===== config.mk =====
export PLATFORM = sky130hd
export DESIGN_NAME = oam_dma
export DESIGN_NICKNAME = d
export VERILOG_FILES = /design/src/rtl/oam_dma.sv
export SDC_FILE = /design/constraint.sdc
export NUM_CORES = 1
export LEC_CHECK = 0
export ABC_AREA = 1
export CAP_MARGIN = 20
export CORE_AREA = 2 2 66 130
export DETAILED_ROUTE_END_ITERATION = 8
export DIE_AREA = 0 0 68 132
export PLACE_DENSITY = 0.59
export REMOVE_ABC_BUFFERS = 1
export SLEW_MARGIN = 20
export SYNTH_ARGS = -nofsm -noshare
export SYNTH_HDL_FRONTEND = slang
export SYNTH_SLANG_ARGS = --single-unit

===== constraint.sdc =====
create_clock -name clk_ph1 -period 2 [get_ports clk_ph1]
set_input_delay 0.4 -clock clk_ph1 [delete_from_list [all_inputs] [get_ports clk_ph1]]
set_output_delay 0.4 -clock clk_ph1 [all_outputs]
set_load 0.02 [all_outputs]

===== src/rtl/oam_dma.sv =====
// oam_dma: sprite OAM DMA engine. A CPU write of a page number to
// TRIGGER_ADDR stalls the CPU and copies {page,00}..{page,FF} to OAM_DATA_ADDR.
// Ports: clk_ph1/rst (async, active low); cpu_addr/cpu_dout/cpu_rw snoop the CPU;
// Data_bus is read data; cpu_rdy stalls the CPU; bus_own/dma_addr/dma_dout/dma_rw
// drive the system bus; dma_active flags any non-idle state. All outputs registered.
module oam_dma #(
    parameter logic [15:0] TRIGGER_ADDR  = 16'h4014,
    parameter logic [15:0] OAM_DATA_ADDR = 16'h2004
) (
    input  logic        clk_ph1,
    input  logic        rst,
    input  logic [15:0] cpu_addr,
    input  logic [7:0]  cpu_dout,
    input  logic        cpu_rw,
    input  logic [7:0]  Data_bus,
    output logic        cpu_rdy,
    output logic        bus_own,
    output logic [15:0] dma_addr,
    output logic [7:0]  dma_dout,
    output logic        dma_rw,
    output logic        dma_active
);

    typedef enum logic [2:0] {
        IDLE,
        HALT,
        ALIGN,
        READ,
        WRITE
    } state_t;

    state_t      state;
    state_t      state_nx;
    logic        parity;
    logic [7:0]  page;
    logic [7:0]  page_nx;
    logic [7:0]  idx;
    logic [7:0]  idx_nx;
    logic [7:0]  data_q;
    logic [7:0]  data_nx;
    logic [15:0] addr_nx;
    logic [7:0]  dout_nx;
    logic        rw_nx;

    always_comb begin
        state_nx = state;
        page_nx  = page;
        idx_nx   = idx;
        data_nx  = data_q;
        unique case (state)
            IDLE: begin
                if (!cpu_rw && cpu_addr == TRIGGER_ADDR) begin
                    page_nx  = cpu_dout;
                    idx_nx   = 8'h00;
                    state_nx = HALT;
                end
            end
            // The CPU only honours RDY on read cycles, so wait for one.
            // Reads must land on even parity; ALIGN burns the odd cycle.
            HALT: begin
                if (cpu_rw) begin
                    state_nx = parity ? READ : ALIGN;
                end
            end
            ALIGN: state_nx = READ;
            READ: begin
                data_nx  = Data_bus;
                state_nx = WRITE;
            end
            WRITE: begin
                idx_nx   = idx + 8'd1;
                state_nx = (idx == 8'hFF) ? IDLE : READ;
            end
            default: state_nx = IDLE;
        endcase

        // Bus outputs are computed for the coming state so they can be
        // registered; outside READ/WRITE they hold.
        addr_nx = dma_addr;
        dout_nx = dma_dout;
        rw_nx   = dma_rw;
        if (state_nx == READ) begin
            addr_nx = {page_nx, idx_nx};
            rw_nx   = 1'b1;
        end else if (state_nx == WRITE) begin
            addr_nx = OAM_DATA_ADDR;
            rw_nx   = 1'b0;
            dout_nx = data_nx;
        end
    end

    always_ff @(posedge clk_ph1 or negedge rst) begin
        if (!rst) begin
            state      <= IDLE;
            parity     <= 1'b0;
            page       <= 8'h00;
            idx        <= 8'h00;
            data_q     <= 8'h00;
            cpu_rdy    <= 1'b1;
            bus_own    <= 1'b0;
            dma_active <= 1'b0;
            dma_rw     <= 1'b1;
            dma_addr   <= 16'h0000;
            dma_dout   <= 8'h00;
        end else begin
            state      <= state_nx;
            parity     <= ~parity;
            page       <= page_nx;
            idx        <= idx_nx;
            data_q     <= data_nx;
            cpu_rdy    <= (state_nx == IDLE);
            bus_own    <= (state_nx == READ) || (state_nx == WRITE);
            dma_active <= (state_nx != IDLE);
            dma_rw     <= rw_nx;
            dma_addr   <= addr_nx;
            dma_dout   <= dout_nx;
        end
    end

endmodule


### Word level (Yosys, flattened, before mapping)

Cells that the tools add are included.

| word-level totals | value |
|---|---|
| register bits | 56 |
| logic and storage cells | 44 |

| cells by class | value |
|---|---|
| equality and inequality tests | 8 |
| bitwise gates (word level) | 2 |
| muxes and demuxes | 14 |
| $add $sub $neg | 1 |
| reduce and logical (&&, ||, !) cells | 8 |

Operators with widths:

| operator | count |
|---|---|
| 2-to-1 mux 16 bit | 2 |
| 2-to-1 mux 8 bit | 4 |
| == test 16 x 15 -> 1 bit, second input constant | 1 |
| one-hot mux 8 bit (2 select lines) | 1 |
| one-hot mux 3 bit (5 select lines) | 1 |
| == test 3 x 2 -> 1 bit, second input constant | 3 |
| adder 8 x 1 -> 8 bit, second input constant | 1 |
| == test 8 bit, second input constant | 1 |
| == test 3 bit, second input constant | 2 |
| zero test 3 bit | 2 |
| 2-to-1 mux 3 bit | 2 |
| == test 3 x 1 -> 1 bit, second input constant | 1 |
| 2-to-1 mux 1 bit | 3 |
| nonzero test 3 bit | 1 |
| 2-to-1 mux 2 bit | 1 |
| inverter 1 bit | 2 |
| AND reduction 2 bit | 1 |
| nonzero test 2 bit | 1 |
| logical AND 1 bit | 1 |
| zero test 1 bit | 1 |
| logical OR 1 bit | 1 |

### Depth between registers and ports, before layout

| depth | value |
|---|---|
| word-level depth | 7 |
| depth in mapped cells | 11 |
| gate-level depth less buffers | 10 |

### Least setup slack after synthesis

Ideal clock, no wire load.

| timing | value |
|---|---|
| path kind | register to register |
| from | register idx[0] |
| to | register dma_addr[1] |
| required time | 1.882 ns |
| buffers on the path | 1 |
| period minus slack after synthesis | 1.651 ns |
| library setup time | 0.118 ns |
| data arrival time | 1.533 ns |
| stages on the path, launching flop included | 12 |
| path slack | 0.349 ns |
| cell sequence | dfrtp_1 -> ha_1 -> nand2_1 -> nor2_4 -> nand3_1 -> o21ai_2 -> nand2_2 -> nand2_4 -> inv_4 -> buf_6 -> nand2_1 -> nand2_1 |

| between the ends | value |
|---|---|
| word-level cells in the longest chain between the ends | 5 |
| elaborated cells between the ends (all ways) | 9 |
| those cells by class | add/sub (1); eq/ne (3); mux (4); reduce/logical (1) |

Ends and longest elaborated chain:

| element | line | text |
|---|---|---|
| from (decl) | 37 | `logic [7:0] idx;` |
| from (signal assigned) | 109 | `idx <= idx_nx;` |
| == test 8 bit * | 72 | `state_nx = (idx == 8'hFF) ? IDLE : READ;` |
| 2-to-1 mux 2 bit * | 72 |  |
| one-hot mux 3 bit (5 select lines) * | 50 | `unique case (state)` |
| via state_nx[1] | 33 | `state_t state_nx;` |
| == test 3 x 2 -> 1 bit or == test 3 bit (tied branches) | 82, 85 |  |
| 2-to-1 mux 16 bit or nonzero test 2 bit (tied branches) | n/a |  |
| to (signal assigned) | 115 | `dma_addr <= addr_nx;` |
| to (decl) | 18 | `output logic [15:0] dma_addr,` |

Mark *: on every way through the listed nets, which the timed path passes. The rest lies on a longest branch.
A chain may end at the register's enable or synchronous reset.

### Worst setup path after layout

| timing | value |
|---|---|
| from | register idx[1] |
| to | register dma_active |

| between the ends | value |
|---|---|
| word-level cells in the longest chain between the ends | 4 |

Ends and longest elaborated chain:

| element | line | text |
|---|---|---|
| == test 8 bit | 72 |  |
| 2-to-1 mux 2 bit | 72 |  |
| one-hot mux 3 bit (5 select lines) | 50 |  |
| via state_nx[0] | 33 |  |
| nonzero test 3 bit | 113 | `dma_active <= (state_nx != IDLE);` |
| to (signal assigned) | 113 |  |
| to (decl) | 21 | `output logic dma_active` |

The timed path passes the listed nets, and every way through them passes these cells.

==> impl_metrics.toml <==
[outcome]
status = "finished, final reports clean"

[power_and_ir_drop]
power_density_nw_per_um2 = 1160
p_leak_nw = 1.65
peakVddDrop_uv = 646
power_w = 0.00386

[worst_setup_path]
r2r_start = "idx[1]"
slowest_stage = "dfrtp_1"
r2r_cells = 9
crit_chain = "ha_1, nand2_1, nor2_4, nand3_1, o21ai_4, nand3_4, buf_4, nor3_4, inv_1"
cp.arrival_ns = 2.04
slowest_delay_ns = 0.39
ff2ff_setup_slack_ns = 0.14
criticalPathCategory = "reg -> reg"
start_kind = "flop"
end_kind = "flop"
cp.required_ns = 2.18
crit_path_max_fanout = 4
r2r-end = "dma_active"

[timing]
setup-tns-final_ns = 0
maxSlewHeadroom = 0.798
rsz0062_at_grt = "no"
worstMarginPinSlew_ns = 0.303
setup_viol = 0
clock.fmax_ghz = 0.537
min_period_over_period = 0.930
drv_slew = 0
holdWs_ns = 0.0783
final-hold-violation-count = 0
clock_skew_ns = 0.00463
period_needed_ns = 1.86

[global_routing]
antenna_found_initial = 0
track_usage = 0.135
grt_max_degree = 49
grt-ovfl-total = 0
grt_pass1_vias = 1970
grt_pass1_wl_um = 9090

[cts]
path_clk_slew_ns = 0.06
cts_max_path_buffers = 2
cts_root_buf = "clkbuf_16"
cts_buffers = 5
clock-sinks = 48
cts_tree = "yes"
htreeDepth = 2
clock_latency_ns = 0.29

[synth]
ys_types = 28
ys_ff_latch = 48
synth_top_area_cell = "dfrtp_1"
synth_cells = 276
synth.area.top_cells = "dfrtp_1 (51%), nand2_1 (17%), nand3_1 (9.1%)"
yosys.area.top_type_share = 0.509
syn_area_per_cell_um2 = 8.19
ys_warn_count = 0
netlist_area_um2 = 2260
synth_seq_area_share = 0.532

[placement]
placed_area_um2 = 3070
port_buffers = 62
hpwl_um = 4220
gp_congestion = 0.737

[die]
die_h_um = 132
start_util = 0.285
placement_rows = 46
num_io_pins = 63
dieArea_um2 = 8980
core_um2 = 7940
die_w_um = 68

[detailed_routing]
wl_um = 5700
routed-via-count = 2014
via_per_inst = 4.46
ant_nets = 0
drc_errors = 0
drt_iter0_markers = 45
wl_per_cell_um = 12.6
firstDrtPassIters = 4

[layout]
final_nets = 391
drive_gt1_frac = 0.115
utilization = 0.419
final_cell_area_um2 = 3330
regArea_um2 = 1200
multi_input_area_um2 = 941
area_growth_pct = 47.1
diodes = 0
fill_cells = 811

[run]
maxCapViolCount = 0

[hold_path]
min_path_type = "in -> async"
[registers in the layout (all words and copies together) (netlist names)]
| register | cells |
|---|---|
| bus_own | 1 |
| cpu_rdy | 1 |
| dma_active | 1 |
| dma_addr | 16 |
| dma_dout | 8 |
| dma_rw | 1 |
| idx | 8 |
| page | 8 |
| parity | 1 |
| state | 3 |
[layout make-up]
| class | instances | share of cell area |
|---|---|---|
| clock inverter | 2 | 0.0105 |
| inverter | 29 | 0.0335 |
| timing repair buffer | 78 | 0.236 |
| sequential | 48 | 0.362 |
| tap | 96 | 0.0361 |
| clock buffer | 6 | 0.0388 |
| multi-input combinational | 193 | 0.283 |
[per-layer routing]
layer / global-route usage / part of all wire / up-vias
met5: 0 / 0 / -
met4: 0.0767 / 0.037 / 0
met3: 0.0239 / 0.039 / 9
met2: 0.244 / 0.54 / 46
met1: 0.136 / 0.39 / 931
li1: - / - / 1028
[per-stage QoR]
step                std cells  setup WS [ns]
global route              452        0.00236
detailed placement        439        -0.0731
global placement          439        -0.0771
finish                    452          0.139
CTS                       447         0.0340
floorplan                 270         -0.209
[report_power, final]
group | leakage, nW | switching, W | total (W) | internal (W)
clock | 0.0808 | 0.000344 | 0.000931 | 0.000588
combinational | 0.944 | 0.000916 | 0.00162 | 0.000702
sequential | 0.627 | 0.000121 | 0.00131 | 0.00119
total | 1.65 | 0.00138 | 0.00386 | 0.00248
[worst max-delay path by stage]
stage | start | depth (start not counted) | slack [ns] | endpoint
after floorplan | state[2] | 5 | -0.21 | dma_addr[13]
after global placement | cpu_addr[4] | 11 | -0.08 | dma_addr[11]
after detailed placement | cpu_addr[4] | 11 | -0.07 | dma_addr[11]
after CTS | idx[1] | 10 | 0.03 | dma_addr[11]
after global routing | idx[1] | 10 | 0.002 | dma_addr[0]
final | idx[1] | 9 | 0.14 | dma_active
[synth_stat cells]
| master | number |
|---|---|
| a21oi_1 | 4 |
| and2_0 | 1 |
| buf_6 | 2 |
| clkbuf_1 | 4 |
| clkinv_1 | 2 |
| dfrtp_1 | 46 |
| dfstp_2 | 2 |
| ha_1 | 1 |
| inv_1 | 23 |
| inv_2 | 3 |
| inv_4 | 1 |
| nand2_1 | 104 |
| nand2_2 | 2 |
| nand2_4 | 1 |
| nand3_1 | 41 |
| nand3_4 | 1 |
| nand3b_1 | 3 |
| nand4_1 | 3 |
| nand4_4 | 1 |
| nor2_1 | 18 |
| nor2_2 | 1 |
| nor2_4 | 2 |
| nor2_8 | 1 |
| nor3_1 | 4 |
| o21ai_0 | 2 |
| o21ai_2 | 1 |
| o22ai_1 | 1 |
| xor2_1 | 1 |
[placed cells by master (no fill, tap or decap), drive strengths merged, types with 2 or more instances in the layout]
cell type      count
a21oi              4
nand3b             3
dfstp              2
inv               27
nor3               4
clkdlybuf4s50     61
clkinv             3
nand3             42
nand2            107
nand4              4
nor2              22
buf               17
dfrtp             46
clkbuf             6
o21ai              3
[timing repair]
action | in CTS | in global routing
setup endpoints to repair | 0 | 17
buffers inserted | 0 | 5
gates resized for setup | 0 | 5
hold buffers | 0 | 0
[worst max-delay path: cells and delay by family (launching register included)]
family          cells  cell delay [ns]
compound gates      1             0.28
simple gates        5             0.67
fa+ha+maj           1             0.18
flops               1             0.39
buf+inv             2             0.23
[logic make-up (layout without fill, tap and decap cells)]
family	count (synthesis)	after routing	share of synthesized area
flip-flops	48	48	0.532
adder cells (fa/ha/maj)	1	1	0.00553
AND/OR/NAND/NOR	183	183	0.372
AO/OA/AOI/OAI	8	8	0.0199
XOR/XNOR	1	1	0.00387
buffers and inverters	35	115	0.0659
Power figures use the tool's default switching activity.
==> edit, RTL diff (same settings) <==
`data_q`, `dma_addr` and `dma_dout` no longer have a reset.
--- a/src/rtl/oam_dma.sv
+++ b/src/rtl/oam_dma.sv
@@ -97,3 +97,2 @@
             idx        <= 8'h00;
-            data_q     <= 8'h00;
             cpu_rdy    <= 1'b1;
@@ -102,4 +101,2 @@
             dma_rw     <= 1'b1;
-            dma_addr   <= 16'h0000;
-            dma_dout   <= 8'h00;
         end else begin
@@ -109,3 +106,2 @@
             idx        <= idx_nx;
-            data_q     <= data_nx;
             cpu_rdy    <= (state_nx == IDLE);
@@ -114,5 +110,9 @@
             dma_rw     <= rw_nx;
-            dma_addr   <= addr_nx;
-            dma_dout   <= dout_nx;
         end
+    end
+
+    always_ff @(posedge clk_ph1) begin
+        data_q   <= data_nx;
+        dma_addr <= addr_nx;
+        dma_dout <= dout_nx;
     end
Formal check against the unedited RTL: differs if rst is asserted again (counterexample within 4 cycles, from zero or initial values and one cycle with rst low); with rst held inactive, the same outputs for 10 cycles.
==> edit against the unedited design <==
Synthesized area up 12%; worst setup slack better by 0.016 ns; critical path type unchanged; wire length down 0.51%; hold slack better by 0.32 ns; die area unchanged; first-iteration DRC count up 80%; design area up 8.0%; non-clock buffer count up 5; sequential cell count up 8; utilization up 3.4 points; synthesized cell count up 1.1%.
Power is not compared: it rests on default switching activity, and its combinational part moved more than twofold at a synthesized area within 25%.
==> edit: results (changes against the unedited design) <==
metric,value,unit,change
Worst Clk Skew,0.00341,ns,was 0.00463 ns
number of port buffers,62,,unchanged
CTS buffer count,5,,unchanged
"critical path fanouts, max",15,,was 4
fin worst setup slack,0.156,ns,was 0.139 ns
number of flops mapped to enable cells by yosys,24,,was 0
largest net degree at the start of global routing,25,,was 49
master of the slowest instance on the critical path,sky130_fd_sc_hd__dfrtp_1,,unchanged
Rel. slew slack,0.779,,was 0.798
switching component of the power,0.450,mW,
Pre-Repair DR Iteration Count,4,,unchanged
clock edge transition at the registers on the reported setup and hold paths,0.07,ns,
family with the most delay on the worst path,simple AND/OR/NAND/NOR gates,,unchanged
run status,finished clean,,unchanged
count of inserted antenna diode cells,0,,unchanged
post-placement setup slack,-0.170,ns,was -0.0731 ns
Max IR drop VDD,0.547,mV,
top cells by area in the synthesized netlist,"sky130_fd_sc_hd__edfxtp_1 (28%), sky130_fd_sc_hd__dfrtp_1 (22%), sky130_fd_sc_hd__nand2_1 (10%), sky130_fd_sc_hd__inv_1 (7.8%), sky130_fd_sc_hd__dfxtp_1 (6.3%)",,"was sky130_fd_sc_hd__dfrtp_1 (51%), sky130_fd_sc_hd__nand2_1 (17%), sky130_fd_sc_hd__nand3_1 (9.1%), sky130_fd_sc_hd__inv_1 (3.8%), sky130_fd_sc_hd__nor2_1 (3.0%)"
share of the yosys chip area belonging to registers,0.585,,was 0.532
distinct cell type count of the synthesized netlist,32,,was 28
Leak Pwr,1.71,nW,
GPL Wtd Cong,0.839,,was 0.737
"Clk Latency, worst-skew pair",0.29,ns,about the same
total global routing track utilization,0.142,,was 0.135
starting DRC count in detailed routing,81,,was 45
vias,2026,,was 2014
fraction of synthesis flops using an asynchronous set or reset pin,0.429,,was 1.00
via count of the first global-routing pass,2087,,was 1970
Yosys Warn Count,0,,unchanged
share of cells above drive strength 1,0.151,,was 0.115
number of flip-flops under the largest register name,16,,unchanged
critical path data arrival time,1.89,ns,was 2.04 ns
Max stage delay on crit path,0.39,ns,about the same
maximum clock path buffer count,2,,unchanged
Final #Nets,400,,was 391
antenna violations before repair,0,,unchanged
register name with the most flops,dma_addr,,unchanged
routed wire length per instance,12.3,microns,was 12.6 microns
H-tree level count,2,,unchanged
wire length of the first global-routing pass,9.52,mm,was 9.09 mm
filler cell count,803,,was 811
root buffer selected by CTS,sky130_fd_sc_hd__clkbuf_16,,unchanged
most numerous cell types in the synthesized netlist,"sky130_fd_sc_hd__nand2_1 (68), sky130_fd_sc_hd__inv_1 (53), sky130_fd_sc_hd__nor2_1 (33), sky130_fd_sc_hd__edfxtp_1 (24), sky130_fd_sc_hd__dfrtp_1 (22)",,"was sky130_fd_sc_hd__nand2_1 (104), sky130_fd_sc_hd__dfrtp_1 (46), sky130_fd_sc_hd__nand3_1 (41), sky130_fd_sc_hd__inv_1 (23), sky130_fd_sc_hd__nor2_1 (18)"
path type of the worst min-delay path,reg2reg,,was in2async
Final HPWL DP,4.45,mm,was 4.22 mm
==> edit: changes by cell type after synthesis, moves of 5 or more <==
cell                       unedited run  this run
sky130_fd_sc_hd__nand2_1            104        68
sky130_fd_sc_hd__inv_1               23        53
sky130_fd_sc_hd__nand3_1             41        13
sky130_fd_sc_hd__dfrtp_1             46        22
sky130_fd_sc_hd__edfxtp_1             0        24
sky130_fd_sc_hd__nor2_1              18        33
sky130_fd_sc_hd__dfxtp_1              0         8
sky130_fd_sc_hd__nor2_2               1         9
sky130_fd_sc_hd__nand4_1              3         8
==> edit: per-stage QoR <==
step                      instance area [sq um]  instances  total power [mW]  hold WS [ns]
after detailed placement                   3420        453              1.38         0.397
after CTS                                  3580        461              2.37         0.408
after global placement                     3420        453              1.38         0.394
after global routing                       3590        461              2.41         0.431
after floorplan                            2500        274              1.27         0.104
final                                      3590        461              2.34         0.403
==> edit: path summary, 6_finish.rpt <==
kind,from,endpoint,slack (ns),cells after the start
setup reg to reg,idx[1]$_DFF_PN0_,dma_addr[3]$_SDFFCE_PP0P_,0.16,9
min in group asynchronous,rst,bus_own$_DFF_PN0_,0.48,2
setup / recovery,idx[1]$_DFF_PN0_,dma_addr[3]$_SDFFCE_PP0P_,0.16,9
hold reg to reg,parity$_DFF_PN0_,parity$_DFF_PN0_,0.40,1
max in group asynchronous,rst,cpu_rdy$_DFF_PN1_,1.22,2
hold / removal,parity$_DFF_PN0_,parity$_DFF_PN0_,0.40,1
==> edit: area by class of cell <==
class,count,area share
multi-input combinational,162,0.228
inverter,56,0.0585
clock buffer,6,0.0359
sequential,56,0.413
clock inverter,2,0.00975
tap,96,0.0334
timing repair buffer,83,0.221
==> edit: what timing repair did <==
item	in CTS	in global routing
setup endpoints to repair	0	14
gates resized for setup	0	3
buffers inserted	0	0
==> edit: routing by layer <==
layer,track usage,part of all wire
met4,0.0744,0.028
met5,0,0
met3,0.0350,0.041
met1,0.140,0.35
met2,0.257,0.58
==> edit: logic make-up after synthesis <==
kind of cell,share of synthesized area
compound gates,0.0271
buf+inv,0.0961
fa+ha+maj,0.00493
simple gates,0.284
flops,0.585
xor+xnor,0.00345
==> edit: power groups by stage <==
stage / clock (mW) / combinational [mW] / sequential (mW)
2_1_floorplan: 0 / 0.0249 / 1.25
3_3_place_gp: 0 / 0.146 / 1.24
3_5_place_dp: 0 / 0.147 / 1.24
4_1_cts: 1.01 / 0.147 / 1.21
5_1_grt: 1.04 / 0.160 / 1.21
6_report: 0.978 / 0.145 / 1.21
